**src/rtl/gpio_serial_loader_if.sv**
```systemverilog
// gpio_serial_loader_if: start/config fetch/status and serial chain signals of the GPIO loader
//   start                  request to program the chain (master -> slave)
//   cfg_idx / cfg_word     config word fetch; cfg_word is combinational from cfg_idx
//   busy / done            sequence status
//   serial_resetn/clock/data/load  daisy chain drive
interface gpio_serial_loader_if #(
    parameter int IDX_W  = 5,
    parameter int WORD_W = 13
);
    logic              start;
    logic [IDX_W-1:0]  cfg_idx;
    logic [WORD_W-1:0] cfg_word;
    logic              busy;
    logic              done;
    logic              serial_resetn;
    logic              serial_clock;
    logic              serial_data;
    logic              serial_load;
    modport master (
        output start, cfg_word,
        input  cfg_idx, busy, done, serial_resetn, serial_clock, serial_data, serial_load
    );
    modport slave (
        input  start, cfg_word,
        output cfg_idx, busy, done, serial_resetn, serial_clock, serial_data, serial_load
    );
endinterface

```
**src/rtl/gpio_serial_loader.sv**
```systemverilog
// gpio_serial_loader: shifts NUM_GPIO config words MSB first into the GPIO control chain, then strobes load
//   wb_clk_i  system clock, rising edge
//   wb_rst_i  synchronous active-high reset
//   bus       slave side of gpio_serial_loader_if (start, cfg fetch, busy/done, serial chain outputs)
module gpio_serial_loader #(
    parameter int NUM_GPIO = 19,
    parameter int WORD_W   = 13,
    parameter int CLK_DIV  = 2,
    parameter int IDX_W    = 5
) (
    input logic                 wb_clk_i,
    input logic                 wb_rst_i,
    gpio_serial_loader_if.slave bus
);
    localparam int PH_W  = CLK_DIV > 1 ? $clog2(CLK_DIV) : 1;
    localparam int BIT_W = $clog2(WORD_W + 1);
    localparam logic [PH_W-1:0]  PH_LAST  = PH_W'(CLK_DIV - 1);
    localparam logic [BIT_W-1:0] BIT_LAST = BIT_W'(WORD_W - 1);
    localparam logic [IDX_W-1:0] IDX_LAST = IDX_W'(NUM_GPIO - 1);
    typedef enum logic [2:0] {IDLE, CRST, FETCH, SETUP, HIGH, LOAD, DONE} state_e;
    state_e            state_q, state_d;
    logic [PH_W-1:0]   phase_q, phase_d;
    logic [BIT_W-1:0]  bit_q, bit_d;
    logic [IDX_W-1:0]  idx_q, idx_d;
    logic [WORD_W-1:0] sr_q, sr_d;
    logic              pend_q, pend_d;
    logic              busy_q, done_q, sclk_q, sload_q, sdata_q, srstn_q;
    logic [IDX_W-1:0]  cfg_idx_q;
    logic              ph_end;
    assign ph_end = phase_q == PH_LAST;
    // A start seen in the DONE cycle is carried through the following IDLE cycle,
    // so a back-to-back request still gets exactly one idle cycle between sequences.
    always_comb begin
        state_d = state_q;
        idx_d   = idx_q;
        bit_d   = bit_q;
        sr_d    = sr_q;
        pend_d  = 1'b0;
        case (state_q)
            IDLE:  if (bus.start || pend_q) state_d = CRST;
            CRST:  if (ph_end) begin
                idx_d   = IDX_LAST;
                state_d = FETCH;
            end
            FETCH: begin
                sr_d    = bus.cfg_word;
                bit_d   = '0;
                state_d = SETUP;
            end
            SETUP: if (ph_end) state_d = HIGH;
            HIGH:  if (ph_end) begin
                sr_d  = sr_q << 1;
                bit_d = bit_q + 1'b1;
                if (bit_q != BIT_LAST) state_d = SETUP;
                else if (idx_q != '0) begin
                    idx_d   = idx_q - 1'b1;
                    state_d = FETCH;
                end else state_d = LOAD;
            end
            LOAD:  if (ph_end) state_d = DONE;
            DONE:  begin
                pend_d  = bus.start;
                state_d = IDLE;
            end
            default: state_d = IDLE;
        endcase
        phase_d = (state_d == state_q && state_q != IDLE) ? phase_q + 1'b1 : '0;
    end
    // Outputs are registered from the next state so each one lines up with the state it belongs to.
    always_ff @(posedge wb_clk_i) begin
        if (wb_rst_i) begin
            state_q   <= IDLE;
            phase_q   <= '0;
            bit_q     <= '0;
            idx_q     <= '0;
            sr_q      <= '0;
            pend_q    <= 1'b0;
            busy_q    <= 1'b0;
            done_q    <= 1'b0;
            sclk_q    <= 1'b0;
            sload_q   <= 1'b0;
            sdata_q   <= 1'b0;
            srstn_q   <= 1'b0;
            cfg_idx_q <= '0;
        end else begin
            state_q <= state_d;
            phase_q <= phase_d;
            bit_q   <= bit_d;
            idx_q   <= idx_d;
            sr_q    <= sr_d;
            pend_q  <= pend_d;
            busy_q  <= state_d != IDLE;
            done_q  <= state_d == DONE;
            sclk_q  <= state_d == HIGH;
            sload_q <= state_d == LOAD;
            srstn_q <= state_d != CRST;
            if (state_d == SETUP) sdata_q <= sr_d[WORD_W-1];
            if (state_d == FETCH) cfg_idx_q <= idx_d;
        end
    end
    assign bus.cfg_idx       = cfg_idx_q;
    assign bus.busy          = busy_q;
    assign bus.done          = done_q;
    assign bus.serial_clock  = sclk_q;
    assign bus.serial_load   = sload_q;
    assign bus.serial_data   = sdata_q;
    assign bus.serial_resetn = srstn_q;
endmodule

```
**src/flat_wrapper.sv**
```systemverilog
// flat-port wrapper written by rule: the top's interface ports become plain ports
module gpio_serial_loader_flat 
#(
    parameter int NUM_GPIO = 19,
    parameter int WORD_W   = 13,
    parameter int CLK_DIV  = 2,
    parameter int IDX_W    = 5
)
  (wb_clk_i, wb_rst_i, bus_start, bus_cfg_word, bus_cfg_idx, bus_busy, bus_done, bus_serial_resetn, bus_serial_clock, bus_serial_data, bus_serial_load);
  gpio_serial_loader_if #(.IDX_W(IDX_W), .WORD_W(WORD_W)) bus_i ();
  input logic wb_clk_i;
  input logic wb_rst_i;
  input wire logic [$bits(bus_i.start)-1:0] bus_start;
  input wire logic [$bits(bus_i.cfg_word)-1:0] bus_cfg_word;
  output wire logic [$bits(bus_i.cfg_idx)-1:0] bus_cfg_idx;
  output wire logic [$bits(bus_i.busy)-1:0] bus_busy;
  output wire logic [$bits(bus_i.done)-1:0] bus_done;
  output wire logic [$bits(bus_i.serial_resetn)-1:0] bus_serial_resetn;
  output wire logic [$bits(bus_i.serial_clock)-1:0] bus_serial_clock;
  output wire logic [$bits(bus_i.serial_data)-1:0] bus_serial_data;
  output wire logic [$bits(bus_i.serial_load)-1:0] bus_serial_load;
  assign bus_i.start = bus_start;
  assign bus_i.cfg_word = bus_cfg_word;
  assign bus_cfg_idx = bus_i.cfg_idx;
  assign bus_busy = bus_i.busy;
  assign bus_done = bus_i.done;
  assign bus_serial_resetn = bus_i.serial_resetn;
  assign bus_serial_clock = bus_i.serial_clock;
  assign bus_serial_data = bus_i.serial_data;
  assign bus_serial_load = bus_i.serial_load;
  gpio_serial_loader #(.NUM_GPIO(NUM_GPIO), .WORD_W(WORD_W), .CLK_DIV(CLK_DIV), .IDX_W(IDX_W)) u_core (.wb_clk_i(wb_clk_i), .wb_rst_i(wb_rst_i), .bus(bus_i));
endmodule
```
**config.mk**
```make
export PLATFORM = sky130hd
export DESIGN_NAME = gpio_serial_loader_flat
export DESIGN_NICKNAME = d
export VERILOG_FILES = /design/src/rtl/gpio_serial_loader_if.sv /design/src/rtl/gpio_serial_loader.sv /design/src/flat_wrapper.sv
export SDC_FILE = /design/constraint.sdc
export NUM_CORES = 1
export LEC_CHECK = 0
export ABC_CLOCK_PERIOD_IN_PS = 2610
export BUFFER_PORTS_ARGS = -buffer_cell sky130_fd_sc_hd__buf_2
export CORE_AREA = 2 2 59 61
export DETAILED_ROUTE_END_ITERATION = 12
export DIE_AREA = 0 0 61 63
export GPL_TIMING_DRIVEN = 1
export PLACE_DENSITY = 0.76
export SLEW_MARGIN = 20
export SYNTH_ARGS = -nofsm -noshare
export SYNTH_HDL_FRONTEND = slang
export SYNTH_SLANG_ARGS = --single-unit
```
**constraint.sdc**
```tcl
create_clock -name wb_clk_i -period 2.61 [get_ports wb_clk_i]
set_input_delay 0.1305 -clock wb_clk_i [delete_from_list [all_inputs] [get_ports wb_clk_i]]
set_output_delay 0.1305 -clock wb_clk_i [all_outputs]
set_load 0.02 [all_outputs]
```
# Word level (Yosys, flattened, before mapping)
# Index checks and enable logic that the tools add are counted.
# totals
regBits	38
mem_count	0
out_inout_bits	11
mem_bits_rw	0
romBits	0
latch_bits	0
# classes
n_reduce_logical	10
bitwise_logic	2
n_mul	0
div	0
magnitude_cmp	0
eq_ne	15
n_shift	0
add_sub_neg	3
mux	17
# op_table
op	count
13-bit case mux with 2 select lines	1
3-bit two-way mux	7
5-bit two-way mux	4
3-bit == test (second input constant)	6
3-bit case mux with 6 select lines	1
13-bit two-way mux	1
3-bit by 2-bit == test with 1-bit output (second input constant)	4
5-bit case mux with 2 select lines	1
4-bit case mux with 2 select lines	1
3-bit nonzero test	2
5-bit nonzero test	1
5-bit by 1-bit subtractor with 5-bit output (second input constant)	1
4-bit by 1-bit adder with 4-bit output (second input constant)	1
4-bit two-way mux	1
4-bit inequality test (second input constant)	1
2-bit OR reduction	2
3-bit by 1-bit == test with 1-bit output (second input constant)	1
3-bit == test	1
3-bit zero test	1
3-bit by 1-bit inequality test with 1-bit output (second input constant)	1
2-bit by 1-bit inequality test with 1-bit output (second input constant)	1
1-bit inverter	2
2-bit AND reduction	1
2-bit nonzero test	1
other kinds (3)	3

# Logic depth before layout (Yosys ltp)
# Gate-level depths: netlist (run 1).
# depth
ltp_word	9
depth_mapped	8
depth_no_buf	7

# Worst setup path before layout (run 1)
# No wires, ideal clock.
# synth_timing
path_type	flip-flop to flip-flop
start	reg u_core.idx_q[0]
end	reg u_core.sdata_q (netlist: u_core.bus.serial_data)
setup_ns	0.116
arrival_time_ns	1.687
slack_ns	0.807
required_ns	2.494
path_stages_with_launch	9
cell_sequence	dfxtp_1 > inv_1 > ha_1 > or4b_1 > buf_2 > a31oi_1 > o32a_2 > o211ai_1 > a31o_1
# synth_via
elab_chain_len	6
# synth_rtl
item	line	source
from (decl)	gpio_serial_loader.sv:24	logic [IDX_W-1:0] idx_q, idx_d;
from (signal assigned)	gpio_serial_loader.sv:89	idx_q <= idx_d;
5-bit nonzero test	gpio_serial_loader.sv:55	else if (idx_q != '0) begin
3-bit two-way mux	gpio_serial_loader.sv:55	
3-bit two-way mux	gpio_serial_loader.sv:54	if (bit_q != BIT_LAST) state_d = SETUP;
3-bit two-way mux	gpio_serial_loader.sv:51	HIGH: if (ph_end) begin
3-bit case mux with 6 select lines	gpio_serial_loader.sv:39	case (state_q)
3-bit by 2-bit == test with 1-bit output	gpio_serial_loader.sv:97	if (state_d == SETUP) sdata_q <= sr_d[WORD_W-1];
to (signal assigned)	gpio_serial_loader.sv:97	
to (decl)	gpio_serial_loader.sv:27	logic busy_q, done_q, sclk_q, sload_q, sdata_q, srstn_q;
# No other way between the ends.
# A chain may end at the register's enable or synchronous reset.

# Worst setup path in the final report (run 1)
# layout_timing
start	reg u_core.state_q[2]
end	reg u_core.cfg_idx_q[2] (netlist: u_core.bus.cfg_idx[2])
# layout_via
elab_chain_len	3
elab_cells_between_ends	14
# layout_rtl
item	line	source
from (decl)	gpio_serial_loader.sv:21	state_e state_q, state_d;
from (signal assigned)	gpio_serial_loader.sv:86	state_q <= state_d;
3-bit == test (tied with other cells)	gpio_serial_loader.sv:39	
3-bit case mux with 6 select lines	gpio_serial_loader.sv:39	
3-bit by 2-bit == test with 1-bit output	gpio_serial_loader.sv:98	if (state_d == FETCH) cfg_idx_q <= idx_d;
to (signal assigned)	gpio_serial_loader.sv:98	
to (decl)	gpio_serial_loader.sv:28	logic [IDX_W-1:0] cfg_idx_q;
# Several ways; a longest one is shown, not always the timed one.

==> results of run 1 <==
-- final timing paths --
check             cells past startpoint                    end               from
setup / recovery                      5  u_core.bus.cfg_idx[2]  u_core.state_q[2]
hold reg to reg                       2        u_core.sr_q[11]    u_core.sr_q[11]
hold / removal                        3         u_core.sr_q[0]    bus_cfg_word[0]
setup reg to reg                      5  u_core.bus.cfg_idx[2]  u_core.state_q[2]
-- cells in the mapped netlist (2+ instances only) --
master	number
dfxtp_1	38
nand2_1	25
a21oi_1	21
nor2_1	20
a22oi_1	14
buf_2	7
inv_1	6
a211oi_1	4
clkbuf_1	4
ha_1	4
a31oi_1	3
nor3_1	3
o21a_1	3
and2_1	2
buf_1	2
nand2b_1	2
nand3_1	2
nand3b_1	2
nand4_1	2
nor2b_1	2
nor3b_2	2
nor4_1	2
o21ai_0	2
o31ai_1	2
xor2_1	2
-- metal layers --
layer | wire, µm | up-vias | GRT usage [%]
li1 | - | 744 | -
met1 | 1410 | 648 | 23.4
met2 | 1520 | 27 | 29.6
met3 | 154 | 9 | 5.18
met4 | 70 | 0 | 10.1
met5 | 0 | - | 0
-- state kept, by name, summed over array words and instances (netlist names), 3 cells and up --
name,cells
u_core.state_q,3
u_core.idx_q,5
u_core.sr_q,13
u_core.bus.cfg_idx,5
u_core.bit_q,4
-- cells in the final DEF (no fill, tap or decap), drive strengths merged, types with 2 or more instances in the layout --
| cell | instances |
|---|---|
| buf | 29 |
| nor3 | 3 |
| o31ai | 2 |
| a31oi | 4 |
| o21a | 3 |
| nand3b | 2 |
| a22oi | 14 |
| a31o | 2 |
| dfxtp | 38 |
| nand2b | 2 |
| nor2b | 2 |
| nor3b | 2 |
| a211oi | 4 |
| a21oi | 21 |
| xor2 | 2 |
| ha | 4 |
| nand4 | 2 |
| inv | 6 |
| clkbuf | 7 |
| and2 | 2 |
| o21ai | 2 |
| nor4 | 2 |
| nand3 | 2 |
| nand2 | 25 |
| nor2 | 20 |
-- cells by family (layout without fill, tap and decap cells) --
group	count (synthesis)	after routing	share of synthesized area, %
xor+xnor	2	2	1.03
mux	1	1	0.661
flops	38	38	44.7
fa+ha+maj	4	4	2.94
compound gates	57	57	23.3
simple gates	74	74	22.7
buf+inv	19	43	4.70
-- through the flow --
| step | cell area [µm²] | hold WS [ns] |
|---|---|---|
| 2_1_floorplan | 1700 | 0.291 |
| 3_3_place_gp | 1860 | 0.378 |
| 3_5_place_dp | 1860 | 0.386 |
| 6_report | 1920 | 0.0265 |
| 5_1_grt | 1920 | 0.0485 |
| 4_1_cts | 1920 | 0.0163 |
-- area by class of cell --
class                           instances  area, µm²  share of cell area, %
Tap cell                               46       57.6                   3.00
Timing Repair Buffer                   29        153                   7.97
Multi-Input combinational cell        138        862                   45.0
Sequential cell                        38        761                   39.7
Inverter                                6       22.5                   1.18
Clock inverter                          1       5.00                  0.261
Clock buffer                            7       55.1                   2.87
-- power breakdown --
group,switching (µW),internal (µW)
Combinational,48.8,36.1
Sequential,14.0,593
Clock,189,131
Total,252,759
-- worst max-delay path: cells and delay by family, from the launching register on --
family,cells,cell delay [ns]
flip-flops,1,0.63
AO/OA/AOI/OAI,2,0.53
AND/OR/NAND/NOR,3,0.75
==> out/summary.txt, run 1 <==
=================================================================================
Outcome ............................................................ finished, final reports clean
Horizontal die dimension ...........................................        61 µm
Internal reg-to-reg setup slack ....................................      0.59 ns
Fmax achieved ......................................................    0.495 GHz
Core region area ...................................................     3230 µm²
Number of instances in the placed design ...........................          257
Number of buffers created by CTS ...................................            5
Fraction of the cycle the final worst path needs ...................        77.5%
Min-Delay Path Class ............................................... input pin to register
Hpwl dp ............................................................      2220 µm
Transition at the pin with the smallest max-transition slack .......     0.617 ns
Total number of yosys warnings .....................................            0
Number of antenna violations at the first check in global routing ..            0
Worst Slack Setup Final ............................................     0.588 ns
Share of cells above drive strength 1 ..............................        21.0%
Unrepaired setup endpoints after global routing ....................        false
Clock slew seen by the registers of the worst setup and hold paths .      0.12 ns
Vertical die dimension .............................................        63 µm
Max H-tree Level ...................................................            2
Synthesized Nets ...................................................          215
Detail-routed via count per cell ...................................         5.39
CTS root buffer ....................................................     clkbuf_4
Final weighted congestion in routability-driven placement ..........        0.805
Critical-path top delay cell .......................................      dfxtp_1
Max-capacitance violation count ....................................            0
Avg Synthesized Cell Area ..........................................     8.73 µm²
Power per standard cell area .......................................   528 nW/µm²
Global router's overall resource usage .............................        19.0%
Final-stage net count ..............................................          238
DRC violation total after the first TritonRoute iteration ..........           54
Total clock sinks ..................................................           38
Sum of negative setup slack ........................................         0 ns
Maximum number of buffers from clock root to sink ..................            2
Worst path required time ...........................................      2.86 ns
Initial standard-cell utilization of the core ......................        52.7%
Largest net degree at the start of global routing ..................           36
Number of buffers inserted to repair setup after CTS ...............            0
Number of global-route vias before repair ..........................         1276
Synthesized flop and latch total ...................................           38
Finished Layout Cells ..............................................          265
Total length of routed wires .......................................      3150 µm
Leakage power of the design ........................................  0.000723 µW
Final ANT Viol Nets ................................................            0
Hold buffer count at CTS ...........................................            0
Number of remaining DRC errors .....................................            0
Critical Path, Cell by Cell ........................................ and4bb_2 > nand3_1 > a31oi_4 > nor3b_2 > a31o_2
Worst-Skew Late Latency ............................................      0.35 ns
Number of hold-slack violations in the final timing report .........            0
Quantity of gates resized following cts ............................            0
Area Overhead vs Synth .............................................        12.5%
Total congestion overflow after global routing .....................            0
Final Max Slew Viols ...............................................            0
Cell Rows ..........................................................           21
Area share of the largest cell type after synthesis ................        44.7%
Leading post-synthesis cells by cell area .......................... dfxtp_1 (45%), a21oi_1 (6.2%), a22oi_1 (6.2%)
Die Footprint ......................................................     3840 µm²
Largest clock skew in the final design .............................    0.0131 ns
Min cycle time layout ..............................................      2.02 ns
Crit Path Max Fanout ...............................................           15
Sequential area share after synthesis ..............................        44.7%
Count of different cell masters after synthesis ....................           44
Post-synth design cell area ........................................     1700 µm²
Average routed wire per standard cell ..............................      11.9 µm
CTS tree ...........................................................        built
Number of instances in the synthesized netlist .....................          195
DRT Pass-1 Iters ...................................................            4
Startpoint Class ...................................................     register
Count of boundary I/O pins .........................................           27
Pre-CTS setup slack ................................................     0.604 ns
Post-synthesis async set-or-reset flop share .......................           0%
Layout fillers .....................................................          306
Buffers on Ports ...................................................           26
Via Count ..........................................................         1428
Cell accounting for the most synthesized area ......................      dfxtp_1
Max stage delay on crit path .......................................      0.63 ns
EDFF count, synth ..................................................            0
Final Power ........................................................      1010 µW
Top flip-flop cell by instance count after synthesis ...............      dfxtp_1
Data arrival time at the worst-slack endpoint ......................      2.27 ns
Count of final setup violators .....................................            0
Util after Layout ..................................................        59.3%
Max VDD drop .......................................................   0.000342 V
Worst slew margin relative to its limit ............................        58.9%
Critical setup path kind ........................................... register to register
Count of inserted antenna diode cells ..............................            0
Sort of element at the end of the critical path ....................     register
Wire length of the first global-routing pass .......................      5540 µm
=================================================================================
Power figures use the tool's default switching activity.
==> inputs of run 2 (changes only) <==
ABC_CLOCK_PERIOD_IN_PS = 1900   (was 2610)
clock period = 1.9 ns   (was 2.61 ns; I/O delays follow)
==> out/summary.txt, run 2 (synthesis gave the netlist of run 1 again) <==
=================================================================================
Outcome ............................................................ finished, final reports clean
Max-capacitance violation count ....................................            0   unchanged
Number of global-route vias before repair ..........................         1356   +6.3%
Clock slew seen by the registers of the worst setup and hold paths .      0.11 ns   about the same
Share of cells above drive strength 1 ..............................        27.7%   +6.7 points
Final-stage net count ..............................................          250   +5.0%
Number of hold-slack violations in the final timing report .........            0   unchanged
Fraction of the cycle the final worst path needs ...................        95.8%   +18 points
Count of inserted antenna diode cells ..............................            0   unchanged
Crit Path Max Fanout ...............................................            5   -10
Top reg by flops ...................................................  u_core.sr_q
Wire length of the first global-routing pass .......................      5890 µm   +6.4%
Core region area ...................................................     3230 µm²   unchanged
Area occupied by registers .........................................      763 µm²   +0.33%
Total length of routed wires .......................................      3470 µm   +10%
Total clock sinks ..................................................           38   unchanged
Multi-input combinational cell area ................................      895 µm²   +3.8%
Startpoint Class ...................................................     register
Die Footprint ......................................................     3840 µm²   unchanged
Total congestion overflow after global routing .....................            0   unchanged
Number of cells on the worst reg-to-reg path .......................            7   +2
Cell Rows ..........................................................           21   unchanged
Via Count ..........................................................         1494   +4.6%
Largest net degree at the start of global routing ..................           20   -44%
Worst-Skew Late Latency ............................................      0.34 ns   about the same
Buffers on Ports ...................................................           26   unchanged
CTS root buffer ....................................................     clkbuf_4
Leakage power of the design ........................................  0.000793 µW   +9.6%
DRT Pass-1 Iters ...................................................            4   unchanged
Count of boundary I/O pins .........................................           27   unchanged
Transition at the pin with the smallest max-transition slack .......     0.572 ns   -0.0448 ns
Leading cell type in the layout, fill and taps excluded ............      dfxtp_1
Global router's overall resource usage .............................        19.9%   +0.89 points
Hold buffer count at CTS ...........................................            0   unchanged
Placed cell areas ..................................................     1940 µm²   +4.5%
Maximum number of buffers from clock root to sink ..................            2   unchanged
Max H-tree Level ...................................................            2   unchanged
Util after Layout ..................................................        63.6%   +4.3 points
Hpwl dp ............................................................      2460 µm   +11%
Final weighted congestion in routability-driven placement ..........        0.837   +3.9%
Max VDD drop .......................................................   0.000518 V   +51%
Largest register FFs ...............................................           13   unchanged
Final Max Slew Viols ...............................................            0   unchanged
Worst path required time ...........................................      2.14 ns   -0.72 ns
Most frequent cells in the layout .................................. dfxtp_1 (36), buf_2 (26), nand2_1 (25)
Data arrival time at the worst-slack endpoint ......................      2.06 ns   -0.21 ns
Design area ........................................................     2060 µm²   +7.3%
Combinational Power Share ..........................................         9.4%   +1.0 points
Count of final setup violators .....................................            0   unchanged
Sort of element at the end of the critical path ....................     register
Final ANT Viol Nets ................................................            0   unchanged
Layout fillers .....................................................          294   -3.9%
Min-Delay Path Class ............................................... input pin to register
Critical setup path kind ........................................... register to register
Min cycle time layout ..............................................      1.82 ns   -0.203 ns
Net switching power figure .........................................       350 µW   +39%
Fmax achieved ......................................................    0.550 GHz   +11%
Horizontal die dimension ...........................................        61 µm   unchanged
Area Overhead vs Synth .............................................        20.7%
Number of remaining DRC errors .....................................            0   unchanged
DRC violation total after the first TritonRoute iteration ..........           84   +56%
Largest clock skew in the final design .............................   0.00443 ns   -0.00870 ns
Final Power ........................................................      1510 µW   +49%
Number of antenna violations at the first check in global routing ..            0   unchanged
Fraction of power spent switching nets .............................        23.2%   -1.7 points
Vertical die dimension .............................................        63 µm   unchanged
Initial standard-cell utilization of the core ......................        52.7%   unchanged
Unrepaired setup endpoints after global routing ....................         true
Worst slew margin relative to its limit ............................        61.8%   +2.9 points
Cell internal power dissipation ....................................      1160 µW   +52%
Cell depth of the worst hold path ..................................            3   unchanged
Number of buffers created by CTS ...................................            5   unchanged
Clock share of power ...............................................        35.6%   +4.0 points
CTS tree ...........................................................        built
Average routed wire per standard cell ..............................      12.5 µm   +5.3%
Flop pwr share .....................................................        55.1%   -4.9 points
Power per standard cell area .......................................   733 nW/µm²   +39%
Detail-routed via count per cell ...................................         5.39   about the same
=================================================================================
==> run 2: layout make-up <==
| type | count | area share, % |
|---|---|---|
| well taps | 46 | 2.80 |
| multi-input cells | 138 | 43.5 |
| inverters | 6 | 1.10 |
| clock buffers | 7 | 2.19 |
| flip-flops and latches | 38 | 37.1 |
| repair buffers | 41 | 11.8 |
| clock inverters | 1 | 1.46 |
==> run 2: per-layer routing <==
metal | global-route usage (%) | vias to the layer above | part of all wire, %
li1 | - | 769 | -
met1 | 25.9 | 678 | 46
met2 | 31.3 | 40 | 48
met3 | 5.18 | 7 | 4.1
met4 | 7.07 | 0 | 1.6
met5 | 0 | - | 0
==> run 2: repair_timing <==
action                                 in CTS  in global routing
endpoints found under the hold margin       0                  0
setup buffers                               0                  1
resized for setup                           1                  7
cloned                                      0                  0
pin swaps                                   0                  2
setup endpoints to repair                   1                  4
==> run 2: power groups by stage <==
stage / sequential (µW) / clock, µW / combinational (µW)
6_report: 830 / 536 / 141
5_1_grt: 833 / 585 / 156
4_1_cts: 829 / 550 / 136
3_5_place_dp: 847 / 0 / 134
3_3_place_gp: 847 / 0 / 134
2_1_floorplan: 848 / 0 / 85.2
==> run 2: stage by stage <==
| step | TNS (ns) | hold slack, ns | cells | setup slack [ns] |
|---|---|---|---|---|
| floorplan | 0 | 0.256 | 195 | 0.0974 |
| global placement | 0 | 0.344 | 268 | 0.0866 |
| detailed placement | 0 | 0.367 | 268 | 0.0316 |
| CTS | 0 | 0.00119 | 276 | 0.0660 |
| global route | -0.0634 | 0.0202 | 277 | -0.0246 |
| finish | 0 | 0.00437 | 277 | 0.0806 |
==> run 2: critical path, cell delays in order (launching register included) <==
cell and delay [ns]:
dfxtp_2 0.34, inv_1 0.07, ha_2 0.18, or4b_4 0.51, buf_4 0.17, a21oi_1 0.17, nor2_1 0.09, and3b_1 0.20
==> run 2: worst paths after layout <==
check / start / endpoint / slack, ns
min: bus_cfg_word[0] / u_core.sr_q[0] / 0.004
min reg2reg: u_core.sr_q[7] / u_core.sr_q[7] / 0.46
max reg2reg: u_core.idx_q[0] / u_core.bus.serial_clock / 0.08
max: u_core.idx_q[0] / u_core.bus.serial_clock / 0.08
